===== src/rtl/cpu_controller_if.sv =====
// Controller <-> datapath/debug signal bundle for cpu_controller.
// master = controller side, slave = datapath/key-filter side.
interface cpu_controller_if #(
  parameter int PC_W = 8
);
  logic            Step;
  logic [15:0]     IR_In;
  logic [PC_W-1:0] PC_Out;
  logic            IM_Rd;
  logic            IR_Ld;
  logic [PC_W-1:0] D_Addr;
  logic            D_Wr;
  logic            RF_s;
  logic [3:0]      RF_W_Addr;
  logic            RF_W_En;
  logic [3:0]      RF_Ra_Addr;
  logic [3:0]      RF_Rb_Addr;
  logic [2:0]      ALU_s0;
  logic [7:0]      StateOut;
  logic [7:0]      NextStateOut;
  logic            Halted;

  modport master (
    input  Step, IR_In,
    output PC_Out, IM_Rd, IR_Ld, D_Addr, D_Wr, RF_s, RF_W_Addr, RF_W_En,
           RF_Ra_Addr, RF_Rb_Addr, ALU_s0, StateOut, NextStateOut, Halted
  );

  modport slave (
    output Step, IR_In,
    input  PC_Out, IM_Rd, IR_Ld, D_Addr, D_Wr, RF_s, RF_W_Addr, RF_W_En,
           RF_Ra_Addr, RF_Rb_Addr, ALU_s0, StateOut, NextStateOut, Halted
  );
endinterface


===== src/rtl/cpu_controller.sv =====
// Multi-cycle control unit: fetch/decode/execute FSM plus program counter.
// Define CPU_CTRL_STEP_MODE_EN to advance only on Step strobes (single-step debug).
module cpu_controller #(
  parameter int PC_W = 8
) (
  input logic            Clock,
  input logic            Reset,
  cpu_controller_if.master bus
);

  typedef enum logic [7:0] {
    S_INIT   = 8'h00,
    S_FETCH  = 8'h01,
    S_DECODE = 8'h02,
    S_NOOP   = 8'h03,
    S_LOADA  = 8'h04,
    S_LOADB  = 8'h05,
    S_STORE  = 8'h06,
    S_ADD    = 8'h07,
    S_SUB    = 8'h08,
    S_HALT   = 8'h09
  } state_t;

  state_t          state, next_state;
  logic [PC_W-1:0] pc;
  logic            advance;

  logic            im_rd, ir_ld, d_wr, rf_s, rf_w_en, halted;
  logic [PC_W-1:0] d_addr;
  logic [3:0]      rf_w_addr, rf_ra_addr, rf_rb_addr;
  logic [2:0]      alu_s0;

`ifdef CPU_CTRL_STEP_MODE_EN
  assign advance = bus.Step;
`else
  logic step_unused;
  assign step_unused = bus.Step;
  assign advance     = 1'b1;
`endif

  always_ff @(posedge Clock or posedge Reset) begin
    if (Reset) begin
      state <= S_INIT;
      pc    <= '0;
    end else if (advance) begin
      state <= next_state;
      if (state == S_FETCH) pc <= pc + PC_W'(1);
    end
  end

  always_comb begin
    next_state = state;
    case (state)
      S_INIT:   next_state = S_FETCH;
      S_FETCH:  next_state = S_DECODE;
      S_DECODE: begin
        case (bus.IR_In[15:12])
          4'd1:    next_state = S_STORE;
          4'd2:    next_state = S_LOADA;
          4'd3:    next_state = S_ADD;
          4'd4:    next_state = S_SUB;
          4'd5:    next_state = S_HALT;
          default: next_state = S_NOOP;
        endcase
      end
      S_LOADA:  next_state = S_LOADB;
      S_HALT:   next_state = S_HALT;
      default:  next_state = S_FETCH;
    endcase
  end

  always_comb begin
    im_rd      = 1'b0;
    ir_ld      = 1'b0;
    d_addr     = '0;
    d_wr       = 1'b0;
    rf_s       = 1'b0;
    rf_w_addr  = '0;
    rf_w_en    = 1'b0;
    rf_ra_addr = '0;
    rf_rb_addr = '0;
    alu_s0     = '0;
    halted     = 1'b0;
    case (state)
      S_FETCH: begin
        im_rd = 1'b1;
        ir_ld = 1'b1;
      end
      S_LOADA, S_LOADB: begin
        d_addr    = PC_W'(bus.IR_In[11:4]);
        rf_s      = 1'b1;
        rf_w_addr = bus.IR_In[3:0];
        rf_w_en   = (state == S_LOADB);
      end
      S_STORE: begin
        d_addr     = PC_W'(bus.IR_In[11:4]);
        rf_ra_addr = bus.IR_In[3:0];
        d_wr       = 1'b1;
      end
      S_ADD, S_SUB: begin
        rf_ra_addr = bus.IR_In[11:8];
        rf_rb_addr = bus.IR_In[7:4];
        rf_w_addr  = bus.IR_In[3:0];
        rf_w_en    = 1'b1;
        alu_s0     = (state == S_ADD) ? 3'd1 : 3'd2;
      end
      S_HALT:  halted = 1'b1;
      default: ;
    endcase
  end

  // Write strobes are gated by the advance qualifier so each fires once per step.
  assign bus.IM_Rd        = im_rd;
  assign bus.IR_Ld        = ir_ld & advance;
  assign bus.D_Wr         = d_wr & advance;
  assign bus.RF_W_En      = rf_w_en & advance;
  assign bus.D_Addr       = d_addr;
  assign bus.RF_s         = rf_s;
  assign bus.RF_W_Addr    = rf_w_addr;
  assign bus.RF_Ra_Addr   = rf_ra_addr;
  assign bus.RF_Rb_Addr   = rf_rb_addr;
  assign bus.ALU_s0       = alu_s0;
  assign bus.Halted       = halted;
  assign bus.PC_Out       = pc;
  assign bus.StateOut     = state;
  assign bus.NextStateOut = next_state;

endmodule

===== src/flat_wrapper.sv =====
// flat-port wrapper written by rule: the top's interface ports become plain ports
module cpu_controller_flat 
#(
  parameter int PC_W = 8
)
  (Clock, Reset, bus_Step, bus_IR_In, bus_PC_Out, bus_IM_Rd, bus_IR_Ld, bus_D_Addr, bus_D_Wr, bus_RF_s, bus_RF_W_Addr, bus_RF_W_En, bus_RF_Ra_Addr, bus_RF_Rb_Addr, bus_ALU_s0, bus_StateOut, bus_NextStateOut, bus_Halted);
  cpu_controller_if #(.PC_W(PC_W)) bus_i ();
  input logic Clock;
  input logic Reset;
  input wire logic [$bits(bus_i.Step)-1:0] bus_Step;
  input wire logic [$bits(bus_i.IR_In)-1:0] bus_IR_In;
  output wire logic [$bits(bus_i.PC_Out)-1:0] bus_PC_Out;
  output wire logic [$bits(bus_i.IM_Rd)-1:0] bus_IM_Rd;
  output wire logic [$bits(bus_i.IR_Ld)-1:0] bus_IR_Ld;
  output wire logic [$bits(bus_i.D_Addr)-1:0] bus_D_Addr;
  output wire logic [$bits(bus_i.D_Wr)-1:0] bus_D_Wr;
  output wire logic [$bits(bus_i.RF_s)-1:0] bus_RF_s;
  output wire logic [$bits(bus_i.RF_W_Addr)-1:0] bus_RF_W_Addr;
  output wire logic [$bits(bus_i.RF_W_En)-1:0] bus_RF_W_En;
  output wire logic [$bits(bus_i.RF_Ra_Addr)-1:0] bus_RF_Ra_Addr;
  output wire logic [$bits(bus_i.RF_Rb_Addr)-1:0] bus_RF_Rb_Addr;
  output wire logic [$bits(bus_i.ALU_s0)-1:0] bus_ALU_s0;
  output wire logic [$bits(bus_i.StateOut)-1:0] bus_StateOut;
  output wire logic [$bits(bus_i.NextStateOut)-1:0] bus_NextStateOut;
  output wire logic [$bits(bus_i.Halted)-1:0] bus_Halted;
  assign bus_i.Step = bus_Step;
  assign bus_i.IR_In = bus_IR_In;
  assign bus_PC_Out = bus_i.PC_Out;
  assign bus_IM_Rd = bus_i.IM_Rd;
  assign bus_IR_Ld = bus_i.IR_Ld;
  assign bus_D_Addr = bus_i.D_Addr;
  assign bus_D_Wr = bus_i.D_Wr;
  assign bus_RF_s = bus_i.RF_s;
  assign bus_RF_W_Addr = bus_i.RF_W_Addr;
  assign bus_RF_W_En = bus_i.RF_W_En;
  assign bus_RF_Ra_Addr = bus_i.RF_Ra_Addr;
  assign bus_RF_Rb_Addr = bus_i.RF_Rb_Addr;
  assign bus_ALU_s0 = bus_i.ALU_s0;
  assign bus_StateOut = bus_i.StateOut;
  assign bus_NextStateOut = bus_i.NextStateOut;
  assign bus_Halted = bus_i.Halted;
  cpu_controller #(.PC_W(PC_W)) u_core (.Clock(Clock), .Reset(Reset), .bus(bus_i));
endmodule

===== config.mk =====
export PLATFORM = sky130hd
export DESIGN_NAME = cpu_controller_flat
export DESIGN_NICKNAME = d
export VERILOG_FILES = /design/src/rtl/cpu_controller_if.sv /design/src/rtl/cpu_controller.sv /design/src/flat_wrapper.sv
export SDC_FILE = /design/constraint.sdc
export NUM_CORES = 1
export LEC_CHECK = 0
export ABC_AREA = 1
export BUFFER_PORTS_ARGS = -buffer_cell sky130_fd_sc_hd__buf_2
export CAP_MARGIN = 40
export CORE_MARGIN = 4
export CORE_UTILIZATION = 43
export CTS_CLUSTER_DIAMETER = 40
export DETAILED_ROUTE_END_ITERATION = 6
export GPL_ROUTABILITY_DRIVEN = 0
export GPL_TIMING_DRIVEN = 0
export PLACE_DENSITY = 0.92
export RECOVER_POWER = 50
export SYNTH_ARGS = -nofsm -noshare
export SYNTH_HDL_FRONTEND = slang
export SYNTH_SLANG_ARGS = --single-unit

===== constraint.sdc =====
create_clock -name Clock -period 2.4 [get_ports Clock]
set_input_delay 0.12 -clock Clock [delete_from_list [all_inputs] [get_ports Clock]]
set_output_delay 0.12 -clock Clock [all_outputs]
set_load 0.01 [all_outputs]

# --- Word level (Yosys, flattened, before mapping) ---
# Index checks and enable logic that the tools add are counted.
# Widths: inputs -> output; s select.
word_totals:
  input_bits: 19
  register_bits: 16
  elab_cells: 33
  output_inout_bits: 53
op_classes:
  n_addsub: 1
  n_mux: 13
  n_eq_ne: 13
  n_reduce_logical: 4
ops:
  columns: ["cell", "n"]
  rows:
  - ["$eq 8x3->1 const B", 4]
  - ["$pmux 8 s4", 1]
  - ["$pmux 4 s5", 1]
  - ["$eq 8x4->1 const B", 2]
  - ["$add 8x1->8 const B", 1]
  - ["$eq 4x2->1 const B", 2]
  - ["$eq 4x3->1 const B", 2]
  - ["$eq 8x1->1 const B", 1]
  - ["$eq 8x2->1 const B", 1]
  - ["$mux 4", 2]
  - ["$mux 8", 1]
  - ["$pmux 4 s2", 1]
  - ["$eq 4x1->1 const B", 1]
  - ["$mux 1", 4]
  - ["$reduce_or 2->1", 2]
  - ["$reduce_or 4->1", 1]
  - ["$mux 3", 1]
  - ["$reduce_or 3->1", 1]
  - ["$mux 2", 1]
  - ["$pmux 1 s2", 1]

# --- Logic depth before layout (Yosys ltp) ---
depth:
  word_depth: 3
  ltp_mapped: 7
  mapped_depth_nobuf: 7

# --- Worst setup path before layout ---
# No wires, ideal clock.
synth_timing:
  kind: "flip-flop to flip-flop"
  from: "register u_core.state[2], in the netlist u_core.bus.StateOut[2]"
  to: "register u_core.state[2], in the netlist u_core.bus.StateOut[2]"
  n_path_buf: 0
  slack_ps: 1019
  period_less_slack_ps: 1381
  arrival_time_ps: 1233
  required_time_ps: 2252
  setup_ps: 148
  stages_incl_launch_ff: 6
  cell_sequence: "dfrtp_1 inv_1 nand2_2 nor3_2 inv_1 o21ai_0"
synth_between:
  elab_chain_cells: 2
  word_cells_on_any_way: 5
  cone_classes: "eq/ne (4); mux (1)"
synth_lines:
  columns: ["element", "line", "rtl"]
  rows:
  - ["start, declared", "cpu_controller.sv:24", "state_t state, next_state;"]
  - ["start signal, assigned", "cpu_controller.sv:46", "state <= next_state;"]
  - ["$eq 8x4->1, or another cell as far along", "cpu_controller.sv:53", "case (state)"]
  - ["$pmux 8 s4 *", "cpu_controller.sv:53", null]
  - ["named net bus_NextStateOut[2]", "flat_wrapper.sv:24", "output wire logic [$bits(bus_i.NextStateOut)-1:0] bus_NextStateOut;"]
# Mark *: on every way through the listed nets, which the timed path passes. The rest lies on a longest branch.
# A chain may end at the register's enable or synchronous reset.

# --- Worst setup path in the final report ---
layout_timing:
  from: "register u_core.state[2], in the netlist u_core.bus.StateOut[2]"
  to: "output bus_NextStateOut[2]"
layout_between:
  elab_chain_cells: 2
  word_cells_on_any_way: 5
  cone_classes: "eq/ne (4); mux (1)"
layout_lines:
  columns: ["element", "line"]
  rows:
  - ["$eq 8x4->1, or another cell as far along", "cpu_controller.sv:53"]
  - ["$pmux 8 s4 *", "cpu_controller.sv:53"]
  - ["end, declared", "flat_wrapper.sv:24"]
# Mark *: on every way between the ends. The rest lies on a longest branch, timed or not.

==> metrics <==
outcome finished, final reports clean; final wirelength 2555 um; Num CTS Buffers 3; Synth cell types 21; hold_ws roughly 0.21 ns; mux share of post-synthesis cell area 0%; Final Hold Violating Endpoints 0; unrepaired setup endpoints after global routing false; crit-path max FO 5; number of inserted diodes 0; Hold Crit Class input port to flop; worst-margin pin slew 0.5116 ns; Total Nets Final between 200 and 300; Rows 16; number of port buffers between 60 and 70; clk slew on worst S/H paths 0.08 ns; max_slew headroom 65.66%; multi-input logic area 499.2 um2; top post-synthesis cells by area dfrtp_1 (31%), nand2_1 (21%), inv_1 (12%), buf_4 (7.7%), nor2_1 (5.4%); area of the core about 2000 um2; Clock H-tree levels 1; Post-CTS Setup Bufs 0; drt pass-1 iters 4; Adder-Cell Fraction of Synth Area 1.290%; Post-synth top cells nand2_1 (53), inv_1 (31), nor2_1 (14); Max VDD drop 0.7610 mV; Synth Flop Type dfrtp_1; syn avg cell area 6.256 um2; area share of the largest cell type after synthesis 30.97%; Sequential Area 300.3 um2; Max clock buf depth 2; fill count between 200 and 250; number of synthesized flops with an enable pin 0; GRT Total Usage approximately 17%; post-CTS sizing 0; Die X about 55 um; CTS root buf clkbuf_4; total congestion overflow 0; post-synthesis simple-gate area fraction 39.87%; Synth warnings 0; Req. time, crit path 2.28 ns; share of layout cells above drive strength 1 29.69%; Max Cap Viol 0; Tmin final 1.915 ns; Vias/cell 4.359; Total Die Area 3079 um2; post-synthesis async set-or-reset flop share 100.0%; cell taking the most area after synthesis dfrtp_1; Max Slew Vio Count 0; pin count of the biggest net entering global routing 13; vias in the first global route ~980; Worst setup EP type output port; Arr. time, crit path 1.80 ns; io pins 72; starting DRC count in detailed routing 30; Final period util between 70% and 80%; initial antenna violation count 0; most frequent cell after synthesis nand2_1; synthesized area 969.7 um2; Layout area overhead 40.65%; hpwl dp 2210 um; largest family of logic cells by synthesized area simple AND/OR/NAND/NOR gates; CTS Hold Bufs 1; clock latency on the worst-skew pair between 0.2 and 0.3 ns; setup violators final 0; max frequency around 520 MHz; DRC viols 0; Setup Crit Path Kind flop to output port; cell count after synthesis 155; Initial Util a little under half; Antenna Nets Post-Route 0; Power per Cell Area about 840 nW/um2; via count 1,116; clock sinks 12; average routed wire per standard cell 9.980 um; first-pass GRT wire length 4271 um; P_leak roughly 0.93 nW; Final TNS setup 0 ns; CTS tree done; post-synthesis compound-gate area fraction under 10%; DIE HEIGHT 55.49 um; pre-CTS WS roughly 0.79 ns; final setup margin 0.4846 ns; CP Launch Type flop; flops & latches, synth 12; post-synthesis xor/xnor area fraction 2.710%; clock skew around 0.0052 ns; register area share after synthesis between 30% and 40%
## flip-flops by register name (all words and copies together), names as in the netlist
register	flops
u_core.bus.StateOut	4
u_core.bus.PC_Out	8
## metal layers
metal  vias to the layer above  track usage [%]  wire [um]
met1                       474            17.71       1001
met3                         6            6.061        226
met4                         0            5.556         46
met5                         -                0          0
li1                        591                -          -
met2                        45            29.73       1280
## worst max-delay path, cell delays in order (launching register included)
cell	delay [ns]
dfrtp_1	0.38
inv_1	0.17
nand2_2	0.14
nor3_2	0.24
inv_1	0.12
o21ai_0	0.29
buf_2	0.19
## placed cells by master, fill, tap and decap left out
| cell | Yosys | routed |
|---|---|---|
| nor3_1 | 1 | 1 |
| nand2_2 | 4 | 2 |
| nand3_1 | 10 | 10 |
| clkbuf_8 | 0 | 1 |
| buf_2 | 0 | 48 |
| ha_1 | 1 | 1 |
| inv_1 | 31 | 32 |
| nand2_1 | 53 | 55 |
| nand4_2 | 1 | 1 |
| conb_1 | 1 | 9 |
| nor3_2 | 1 | 1 |
| nor2_8 | 1 | 1 |
| xnor2_1 | 2 | 2 |
| buf_4 | 10 | 10 |
| dfrtp_1 | 12 | 12 |
| o21ai_1 | 3 | 2 |
| xor2_1 | 1 | 1 |
| clkbuf_4 | 0 | 3 |
| clkbuf_1 | 0 | 13 |
| nor2_2 | 1 | 1 |
| a21oi_1 | 4 | 4 |
| o21ai_0 | 2 | 3 |
| nor2_1 | 14 | 14 |
| dlygate4sd3_1 | 0 | 1 |
| nand4_1 | 1 | 1 |
## worst paths after layout
| kind | depth (start not counted) | slack (ns) | start | endpoint |
|---|---|---|---|---|
| setup / recovery | 6 | 0.48 | u_core.bus.StateOut[2]$_DFF_PP0_ | bus_NextStateOut[2] |
| hold reg to reg | 1 | 0.53 | u_core.bus.PC_Out[3]$_DFFE_PP0P_ | u_core.bus.PC_Out[3]$_DFFE_PP0P_ |
| min in group asynchronous | 3 | 0.38 | Reset | u_core.bus.PC_Out[7]$_DFFE_PP0P_ |
| hold / removal | 5 | 0.21 | bus_IR_In[12] | u_core.bus.StateOut[1]$_DFF_PP0_ |
| max in group asynchronous | 3 | 1.71 | Reset | u_core.bus.StateOut[3]$_DFF_PP0_ |
| setup reg to reg | 6 | 0.95 | u_core.bus.StateOut[1]$_DFF_PP0_ | u_core.bus.PC_Out[5]$_DFFE_PP0P_ |
## layout make-up
class                           instances  share of cell area, %
Tap cell                               27                  2.477
Multi-Input combinational cell        109                  36.61
Sequential cell                        12                  22.02
Buffer                                 10                  5.505
Timing Repair Buffer                   62                  21.93
Inverter                               32                  8.807
Clock buffer                            4                  2.661
## cell families after synthesis
group	count (synthesis)
AOI/OAI and AO/OA	9
xor gates and xnor gates	3
adders and majority gates	1
buffers and inverters	42
DFF	12
other	1
and+or+nand+nor	87
## power breakdown
group	total [W]	switching (W)	internal, W
clock network	0.000160	0.0000678	0.0000923
logic	0.000612	0.000384	0.000228
registers	0.000371	0.0000952	0.000276
total	0.00114	0.000547	0.000596
## through the flow
| stage | total power, W | utilization (%) | area [um2] | cells |
|---|---|---|---|---|
| after floorplan | 0.0007722 | - | 999.7 | 163 |
| after global placement | 0.0009899 | 65.56 | 1339 | 251 |
| after detailed placement | 0.001019 | 65.56 | 1339 | 251 |
| after CTS | 0.001183 | 67.83 | 1385 | 256 |
| after global routing | 0.001246 | 66.79 | 1364 | 256 |
| final | 0.001143 | 66.79 | 1364 | 256 |
Note: power is estimated with default switching activity, not from simulation.
